$ cat src/rtl/ram_write_scheduler_pkg.sv
// Shared types for the dual-port RAM write scheduler.
// Request bundle and address-compare helper.
package ram_write_scheduler_pkg;

  localparam int ADDR_W_DEF = 8;
  localparam int DATA_W_DEF = 32;

  typedef struct packed {
    logic [ADDR_W_DEF-1:0] addr;
    logic [DATA_W_DEF-1:0] data;
  } wr_req_t;

  function automatic logic same_addr(
    wr_req_t a,
    wr_req_t b
  );
    return a.addr == b.addr;
  endfunction

endpackage

$ cat src/rtl/wr_hold_slot.sv
// One-entry holding register for a write request that lost arbitration.
// Load takes priority over clear.
module wr_hold_slot
  import ram_write_scheduler_pkg::*;
(
  input  logic    clk,
  input  logic    rst_n,
  input  logic    load,
  input  logic    clear,
  input  wr_req_t req_in,
  output logic    valid,
  output wr_req_t req_out
);

  always_ff @(posedge clk) begin
    if (!rst_n) begin
      valid   <= 1'b0;
      req_out <= '0;
    end else if (load) begin
      valid   <= 1'b1;
      req_out <= req_in;
    end else if (clear) begin
      valid   <= 1'b0;
    end
  end

endmodule

$ cat src/rtl/ram_write_scheduler.sv
// Two-stream write scheduler feeding a dual-write-port RAM.
// Define RAM_WRITE_SCHEDULER_COALESCE_EN to merge conflicts instead.
module ram_write_scheduler
  import ram_write_scheduler_pkg::*;
#(
  parameter int ADDR_W = ADDR_W_DEF,
  parameter int DATA_W = DATA_W_DEF,
  parameter int CNT_W  = 16
) (
  input  logic              clk,
  input  logic              rst_n,
  input  logic              in0_valid,
  output logic              in0_ready,
  input  logic [ADDR_W-1:0] in0_addr,
  input  logic [DATA_W-1:0] in0_data,
  input  logic              in1_valid,
  output logic              in1_ready,
  input  logic [ADDR_W-1:0] in1_addr,
  input  logic [DATA_W-1:0] in1_data,
  output logic              wen0,
  output logic [ADDR_W-1:0] waddr0,
  output logic [DATA_W-1:0] wdata0,
  output logic              wen1,
  output logic [ADDR_W-1:0] waddr1,
  output logic [DATA_W-1:0] wdata1,
  output logic [CNT_W-1:0]  collisions
);

  wr_req_t req0, req1;
  wr_req_t slot0, slot1;
  wr_req_t cand0, cand1;
  logic    slot_v0, slot_v1;
  logic    acc0, acc1;
  logic    c0_v, c1_v;
  logic    conflict;
  logic    lose0, lose1;
  logic    load0, load1;
  logic    iss0, iss1;

  assign req0 = '{addr: ADDR_W_DEF'(in0_addr),
                  data: DATA_W_DEF'(in0_data)};
  assign req1 = '{addr: ADDR_W_DEF'(in1_addr),
                  data: DATA_W_DEF'(in1_data)};

  always_comb begin
    acc0     = in0_valid & in0_ready;
    acc1     = in1_valid & in1_ready;
    c0_v     = slot_v0 | acc0;
    c1_v     = slot_v1 | acc1;
    cand0    = slot_v0 ? slot0 : req0;
    cand1    = slot_v1 ? slot1 : req1;
    conflict = c0_v & c1_v & same_addr(cand0, cand1);
`ifdef RAM_WRITE_SCHEDULER_COALESCE_EN
    // the younger write survives; the older one is overwritten anyway
    lose0    = conflict & ~slot_v1;
    lose1    = conflict & slot_v1;
    load0    = 1'b0;
    load1    = 1'b0;
`else
    // a slotted request is older, so the fresh one yields
    lose0    = conflict & slot_v1;
    lose1    = conflict & ~slot_v1;
    load0    = lose0;
    load1    = lose1;
`endif
    iss0     = c0_v & ~lose0;
    iss1     = c1_v & ~lose1;
  end

  wr_hold_slot u_slot0 (
    .clk     (clk),
    .rst_n   (rst_n),
    .load    (load0),
    .clear   (slot_v0),
    .req_in  (req0),
    .valid   (slot_v0),
    .req_out (slot0)
  );

  wr_hold_slot u_slot1 (
    .clk     (clk),
    .rst_n   (rst_n),
    .load    (load1),
    .clear   (slot_v1),
    .req_in  (req1),
    .valid   (slot_v1),
    .req_out (slot1)
  );

  always_ff @(posedge clk) begin
    if (!rst_n) begin
      in0_ready <= 1'b0;
      in1_ready <= 1'b0;
      wen0      <= 1'b0;
      wen1      <= 1'b0;
      waddr0    <= '0;
      wdata0    <= '0;
      waddr1    <= '0;
      wdata1    <= '0;
    end else begin
      in0_ready <= ~load0;
      in1_ready <= ~load1;
      wen0      <= iss0;
      wen1      <= iss1;
      if (iss0) begin
        waddr0 <= ADDR_W'(cand0.addr);
        wdata0 <= DATA_W'(cand0.data);
      end
      if (iss1) begin
        waddr1 <= ADDR_W'(cand1.addr);
        wdata1 <= DATA_W'(cand1.data);
      end
    end
  end

  always_ff @(posedge clk) begin
    if (!rst_n) begin
      collisions <= '0;
    end else if (conflict && (collisions != '1)) begin
      collisions <= collisions + 1'b1;
    end
  end

endmodule

$ cat config.mk
export PLATFORM = sky130hd
export DESIGN_NAME = ram_write_scheduler
export DESIGN_NICKNAME = d
export VERILOG_FILES = /design/src/rtl/ram_write_scheduler_pkg.sv /design/src/rtl/wr_hold_slot.sv /design/src/rtl/ram_write_scheduler.sv
export SDC_FILE = /design/constraint.sdc
export NUM_CORES = 1
export LEC_CHECK = 0
export BUFFER_PORTS_ARGS = -buffer_cell sky130_fd_sc_hd__buf_4
export CORE_AREA = 2 2 114 116
export DETAILED_ROUTE_END_ITERATION = 16
export DIE_AREA = 0 0 116 118
export GPL_ROUTABILITY_DRIVEN = 0
export PLACE_DENSITY_LB_ADDON = 0.05
export SLEW_MARGIN = 10
export SYNTH_ARGS = -nofsm -noshare
export SYNTH_HDL_FRONTEND = slang
export SYNTH_SLANG_ARGS = --single-unit
export TNS_END_PERCENT = 10
$ cat constraint.sdc
create_clock -name clk -period 5.5 [get_ports clk]
set_input_delay 0.55 -clock clk [delete_from_list [all_inputs] [get_ports clk]]
set_output_delay 0.55 -clock clk [all_outputs]
set_load 0.05 [all_outputs]
==> summary.txt, run 1 <==
Finish
  – FILL cells: 941
  – Layout cells sized above 1: 28.0%
  – Diode count: 0
  – Area delta synth->final: 29.6%
  – Non-filler instance count after layout: 994
  – Net count, final: 894
  – Post-route cell area: 8910 sq um

CTS
  – CTS sink cnt: 182
  – CTS buffer count: 17
  – Worst skew pair latency: 0.43 ns
  – Clk root buf: clkbuf_16
  – Post-CTS Hold Fix Bufs: 0
  – Setup Buffers After CTS: 0
  – H-tree depth: 4
  – Clock-pin transition on the worst setup and hold timing paths: 0.06 ns
  – CTS Buffer Depth: 2
  – CTS tree: built
  – Post-cts resize count: 0

Setup path
  – Crit. End Element: register
  – Startpoint types: register
  – Crit-path max FO: 30
  – Crit path required time: 5.84 ns
  – Worst Path Arrival: 4.09 ns
  – Kind of critical path: register to register

Synth
  – Synth area leader: dfxtp_1
  – Sequential-to-total area share from yosys stat: 53.0%
  – Post-Syn Nets: 745
  – Synth Instances: 660
  – Top FF cell, synth: dfxtp_1
  – Top-count cell post-synth: dfxtp_1
  – Synth Register Bits: 182
  – Area contributors post-synth: dfxtp_1 (53%), mux2i_1 (12%), a22o_1 (10%), a211oi_1 (4.4%), a21oi_1 (4.0%)
  – Post-synth ARST share: 0%
  – Synth cell types: 35
  – Synth top cells by count: dfxtp_1 (182), a22o_1 (80), mux2i_1 (80), a21oi_1 (55), o21ai_0 (49)
  – Number of enable flip-flop cells after synthesis: 0
  – Yosys warns: 0
  – Post-synthesis cell area: 6880 sq um
  – Mean Syn Cell Area: 10.4 sq um
  – Synth top area share: 53.0%

Place
  – IO buf count: 183
  – Dpl hpwl: 10800 um
  – Placed insts: 962
  – Area of placed instances: 8300 sq um

Die
  – Rows: 41
  – Die Wd: 116 um
  – Core Region: 12400 sq um
  – Die area: 13700 sq um
  – I/O pin cnt: 184
  – Die Span Y: 118 um
  – Starting Density: 55.4%

Drt
  – Vias per cell: 5.58
  – Residual DRC: 0
  – Drt total wl: 16300 um
  – Average wire per standard cell: 16.4 um
  – TritonRoute pass-1 iters: 5
  – 1st-iter DRT viols: 404
  – Post-DRT Antenna Nets: 0
  – Vias: 5549

STA
  – WHS: 0.338 ns
  – Worst clock skew: 0.0123 ns
  – F_max: 0.267 GHz
  – Slew headroom: 22.0%
  – TNS Setup: 0 ns
  – RSZ-0062 raised after global routing: false
  – Minimum clock period: 3.75 ns
  – Worst Tran Pin Value: 1.17 ns
  – Final setup fails: 0
  – Pins Over Slew Limit: 0
  – Post-route clock period utilization: 68.1%
  – Final hold vios: 0

Global routing
  – GR Overflow Total: 0
  – Initial antenna violation count: 0
  – All-Layer GR Usage: 24.1%
  – Vias in the first global route: 5494
  – Pin count of the biggest net entering global routing: 82
  – First-pass GRT wire length: 26400 um

Job
  – Max-cap violations: 0

Status
  – Status: finished clean

Min path
  – Worst Hold Class: primary input to register

Pwr
  – Leak Pwr: 3.49 nW
  – Peak supply drop: 0.227 mV
  – Pwr dens: 336 nW/um^2
-- routing by layer --
metal	up-vias	share of wire, %	global-route usage [%]	wire, um
met5	-	0	0	0
met3	14	6.4	7.05	1050
met4	0	1.1	7.89	184
li1	2746	-	-	-
met2	155	49	39.8	8010
met1	2634	43	30.0	7030
-- cell type report --
cell class	instances	area, sq um	share of cell area (%)
flip-flops and latches	182	3650	40.9
multi-input cells	415	3000	33.7
repair buffers	189	1420	15.9
clock buffers	26	529	5.94
well taps	172	215	2.41
clock inverters	6	87.6	0.983
inverters	4	15.0	0.168
-- power by group --
part | internal, mW | switching [mW] | total (mW)
sequential | 1.36 | 0.0214 | 1.38
combinational | 0.125 | 0.249 | 0.374
clock | 0.754 | 0.485 | 1.24
total | 2.24 | 0.756 | 2.99
-- stage by stage --
stage / setup WS (ns) / utilization [%] / total power [mW]
floorplan: 3.30 / - / 1.64
global placement: 1.91 / 66.8 / 1.78
detailed placement: 1.73 / 66.8 / 1.78
CTS: 1.72 / 71.8 / 3.01
global route: 1.39 / 71.8 / 3.10
finish: 1.75 / 71.8 / 2.99
-- worst paths after layout --
| check | cells past startpoint | from | endpoint | slack (ns) |
|---|---|---|---|---|
| max | 7 | u_slot0.valid | collisions[10] | 1.75 |
| min | 2 | in0_addr[4] | u_slot0.req_out[36] | 0.34 |
| max reg2reg | 7 | u_slot0.valid | collisions[10] | 1.75 |
| min reg2reg | 1 | u_slot0.req_out[33] | u_slot0.req_out[33] | 0.48 |
-- cell families (layout without fill, tap and decap cells) --
group | count (synthesis) | in the layout | share of synthesized area (%)
flip-flops | 182 | 182 | 53.0
buffers and inverters | 63 | 225 | 4.06
AO/OA/AOI/OAI | 235 | 235 | 23.5
multiplexers | 80 | 80 | 11.6
adder cells (fa/ha/maj) | 1 | 1 | 0.182
AND/OR/NAND/NOR | 90 | 90 | 6.48
XOR/XNOR | 9 | 9 | 1.15
-- critical path, cell delays in order (launching register included) --
cell     delay, ns
dfxtp_2       0.69
buf_4         0.47
mux2i_1       0.33
xor2_1        0.15
nor3_2        0.31
nand4_1       0.82
or4_1         0.73
a21oi_1       0.15
-- sequential cells by signal, indices dropped and copies added, names as in the netlist, 8 cells and up --
| register | flops |
|---|---|
| waddr1 | 8 |
| u_slot1.req_out | 40 |
| wdata1 | 32 |
| wdata0 | 32 |
| u_slot0.req_out | 40 |
| collisions | 16 |
| waddr0 | 8 |
-- cells in the final DEF (no fill, tap or decap), drive strengths merged, types with 4 or more instances in the layout --
master,count
buf,189
dfxtp,182
mux2i,80
a22o,80
a21oi,57
o21ai,51
nor2,44
a211oi,40
clkbuf,26
or3,10
nand3,8
nand2,7
xor2,6
nor3,5
nand4,4
inv,4
(Power assumes the default switching activity.)
==> run 2, diff against run 1 <==
Settings changed: CORE_AREA 2 2 114 116 to 2 2 124 126, DIE_AREA 0 0 116 118 to 0 0 126 128.
Clock period 5.5 ns to 3 ns, I/O delays scaled along.
==> run 2 against run 1 <==
  * Sequential cell count unchanged
  * Final area rose by 0.65%
  * Sequential share of layout area is 0.26 points lower
  * Power increased by 81%
  * Largest power group unchanged
  * Clock power grew 77%
  * Critical endpoint is now u_slot0.req_out[23]
  * First-iteration DRC count decreased by 33%
  * Non-clock buffer count rose by 6
  * Global-route usage shrank 4.1 points
==> summary.txt, run 2 (same netlist as run 1, synthesis figures left out) <==
Job
  – Max-cap violations: 0 (unchanged)

Finish
  – Layout cells sized above 1: 28.5% (was 28.0%)
  – Commonest non-fill, non-tap cell in the layout: buf_4 (unchanged)
  – Biggest regs: u_slot0.req_out: 40 flops, u_slot1.req_out: 40 flops (unchanged)
  – Final core utilization: 60.3% (was 71.8%)
  – Most frequent cells in the layout: buf_4 (193), dfxtp_1 (180), mux2i_1 (80), a22o_1 (80), a21oi_1 (55) (was buf_4 (189), dfxtp_1 (180), mux2i_1 (80), a22o_1 (80), a21oi_1 (55))
  – Area delta synth->final: 30.5% (was 29.6%)
  – Net count, final: 900 (was 894)
  – Diode count: 0 (unchanged)

Die
  – Rows: 45 (was 41)
  – Core Region: 14900 sq um (was 12400 sq um)
  – Die Wd: 126 um (was 116 um)
  – I/O pin cnt: 184 (unchanged)
  – Die Span Y: 128 um (was 118 um)
  – Die area: 16100 sq um (was 13700 sq um)
  – Starting Density: 46.3% (was 55.4%)

Setup path
  – Worst r2r path cells: 7 (unchanged)
  – Reg-to-reg startpoint: u_slot1.valid (was u_slot0.valid)
  – Delay-heaviest family, CP: simple AND/OR/NAND/NOR gates (unchanged)
  – Kind of critical path: register to register (unchanged)
  – CP Cell Sequence: mux2i_1 > xor2_1 > nor3_2 > nand3_1 > nor3_4 > buf_4 > a22o_1 (was buf_4 > mux2i_1 > xor2_1 > nor3_2 > nand4_1 > or4_1 > a21oi_1)
  – Reg2Reg Setup Slack: 0.44 ns (was 1.75 ns)
  – WP buf/inv: 1 (unchanged)
  – Crit path required time: 3.36 ns (was 5.84 ns)
  – Critical-path top delay cell: dfxtp_2 (was nand4_1)
  – Worst Path Arrival: 2.92 ns (was 4.09 ns)
  – Startpoint types: register (unchanged)
  – Slowest stage delay, CP: 0.57 ns (was 0.82 ns)
  – Crit. End Element: register (unchanged)
  – Crit-path max FO: 41 (was 30)
  – FF-to-FF End: u_slot0.req_out[23] (was collisions[10])

STA
  – RSZ-0062 raised after global routing: false (unchanged)
  – TNS Setup: 0 ns (unchanged)
  – Slew headroom: 54.4% (was 22.0%)
  – Final setup fails: 0 (unchanged)
  – Minimum clock period: 2.56 ns (was 3.75 ns)
  – Final WS setup: 0.440 ns (was 1.75 ns)
  – Final hold vios: 0 (unchanged)
  – F_max: 0.391 GHz (was 0.267 GHz)
  – Worst clock skew: 0.00597 ns (was 0.0123 ns)
  – Pins Over Slew Limit: 0 (unchanged)
  – Worst Tran Pin Value: 0.683 ns (was 1.17 ns)
  – Post-route clock period utilization: 85.3% (was 68.1%)

Min path
  – Hold path endpoint: u_slot1.req_out[3] (was u_slot0.req_out[36])
  – Hold Crit Depth: 2 (unchanged)
  – Worst Hold Launch: in1_data[3] (was in0_addr[4])
  – Worst Hold Class: primary input to register (unchanged)

Global routing
  – All-Layer GR Usage: 20.0% (was 24.1%)
  – Vias in the first global route: 5200 (was 5494)
  – First-pass GRT wire length: 26200 um (was 26400 um)
  – Initial antenna violation count: 0 (unchanged)
  – GR Overflow Total: 0 (unchanged)
  – Pin count of the biggest net entering global routing: 65 (was 82)

Status
  – Status: finished clean (unchanged)

Drt
  – 1st-iter DRT viols: 271 (was 404)
  – Post-DRT Antenna Nets: 0 (unchanged)
  – Vias: 5468 (was 5549)
  – TritonRoute pass-1 iters: 4 (was 5)
  – Residual DRC: 0 (unchanged)
  – Drt total wl: 16200 um (was 16300 um)
  – Vias per cell: 5.39 (was 5.58)
  – Average wire per standard cell: 15.9 um (was 16.4 um)

Pwr
  – Flop pwr share: 46.8% (was 46.1%)
  – Sw Share: 25.5% (was 25.3%)
  – Int Pwr: 4.03 mW (was 2.24 mW)
  – Peak supply drop: 0.405 mV (was 0.227 mV)
  – Logic gate share of total power: 12.8% (was 12.5%)
  – Pwr dens: 603 nW/um^2 (was 336 nW/um^2)
  – Total power: 5.41 mW (was 2.99 mW)
  – Leak Pwr: 3.52 nW (was 3.49 nW)
  – Clock power frac: 40.4% (was 41.4%)
  – NetSw: 1.38 mW (was 0.756 mW)

CTS
  – Clock-pin transition on the worst setup and hold timing paths: 0.06 ns (about the same)
  – CTS buffer count: 17 (unchanged)
  – Post-cts resize count: 0 (unchanged)
  – H-tree depth: 4 (unchanged)
  – CTS Buffer Depth: 2 (unchanged)
  – Setup Buffers After CTS: 0 (unchanged)
  – CTS tree: built (unchanged)
  – Clk root buf: clkbuf_16 (unchanged)
  – CTS sink cnt: 182 (unchanged)
  – Worst skew pair latency: 0.42 ns (was 0.43 ns)
  – Post-CTS Hold Fix Bufs: 0 (unchanged)

Place
  – IO buf count: 183 (unchanged)
  – Dpl hpwl: 10700 um (was 10800 um)
  – Pre-CTS setup slack: 0.423 ns (was 1.73 ns)
[run 2: cell types whose count changed in the layout (fill, tap and decap cells not counted)]
cell,before,now
buf_4,189,193
clkinvlp_4,3,2
clkbuf_8,7,4
clkinv_2,1,5
clkbuf_1,2,1
buf_12,0,2
[run 2: power by group through the flow]
| stage | sequential (mW) | clock, mW | combinational, mW |
|---|---|---|---|
| global placement | 2.58 | 0 | 0.691 |
| CTS | 2.53 | 2.24 | 0.699 |
| floorplan | 2.83 | 0 | 0.175 |
| finish | 2.53 | 2.19 | 0.693 |
| detailed placement | 2.58 | 0 | 0.698 |
| global route | 2.54 | 2.35 | 0.739 |
[run 2: area by class of cell]
| class | count | area, sq um |
|---|---|---|
| tap | 188 | 235 |
| timing repair buffer | 195 | 1490 |
| sequential | 182 | 3650 |
| fill | 1260 | 5890 |
| multi-input combinational | 415 | 3000 |
| clock inverter | 9 | 100 |
| inverter | 4 | 15.0 |
| clock buffer | 22 | 484 |
[run 2: metal layers]
layer	share of wire, %	global-route usage [%]	vias to the layer above	wire, um
met5	0	0	-	0
met4	1.1	6.21	0	180
met3	5.3	5.22	15	864
met2	48	32.0	129	7820
met1	45	26.8	2566	7290
li1	-	-	2758	-
[run 2: per-stage QoR]
| stage | instances | hold slack [ns] | instance area (sq um) |
|---|---|---|---|
| detailed placement | 984 | 0.464 | 8390 |
| CTS | 1015 | 0.0814 | 8970 |
| floorplan | 660 | 0.425 | 6880 |
| finish | 1015 | 0.0959 | 8970 |
| global placement | 984 | 0.460 | 8390 |
| global route | 1015 | 0.0803 | 8970 |
[run 2: worst register-to-register path, stage by stage, from the launching register on]
cell,delay (ns)
dfxtp_2,0.57
mux2i_1,0.36
xor2_1,0.15
nor3_2,0.36
nand3_1,0.26
nor3_4,0.16
buf_4,0.42
a22o_1,0.22
[run 2: worst max-delay path by stage]
| stage | startpoint | endpoint | slack, ns | depth (start not counted) |
|---|---|---|---|---|
| finish | u_slot1.valid | u_slot0.req_out[23] | 0.44 | 7 |
| global route | u_slot1.valid | u_slot0.req_out[19] | 0.15 | 7 |
| CTS | u_slot1.valid | u_slot0.req_out[23] | 0.41 | 7 |
| detailed placement | u_slot1.valid | u_slot0.req_out[23] | 0.42 | 7 |
| global placement | u_slot1.valid | u_slot0.req_out[36] | 0.49 | 7 |
| floorplan | collisions[2] | collisions[0] | 0.80 | 9 |
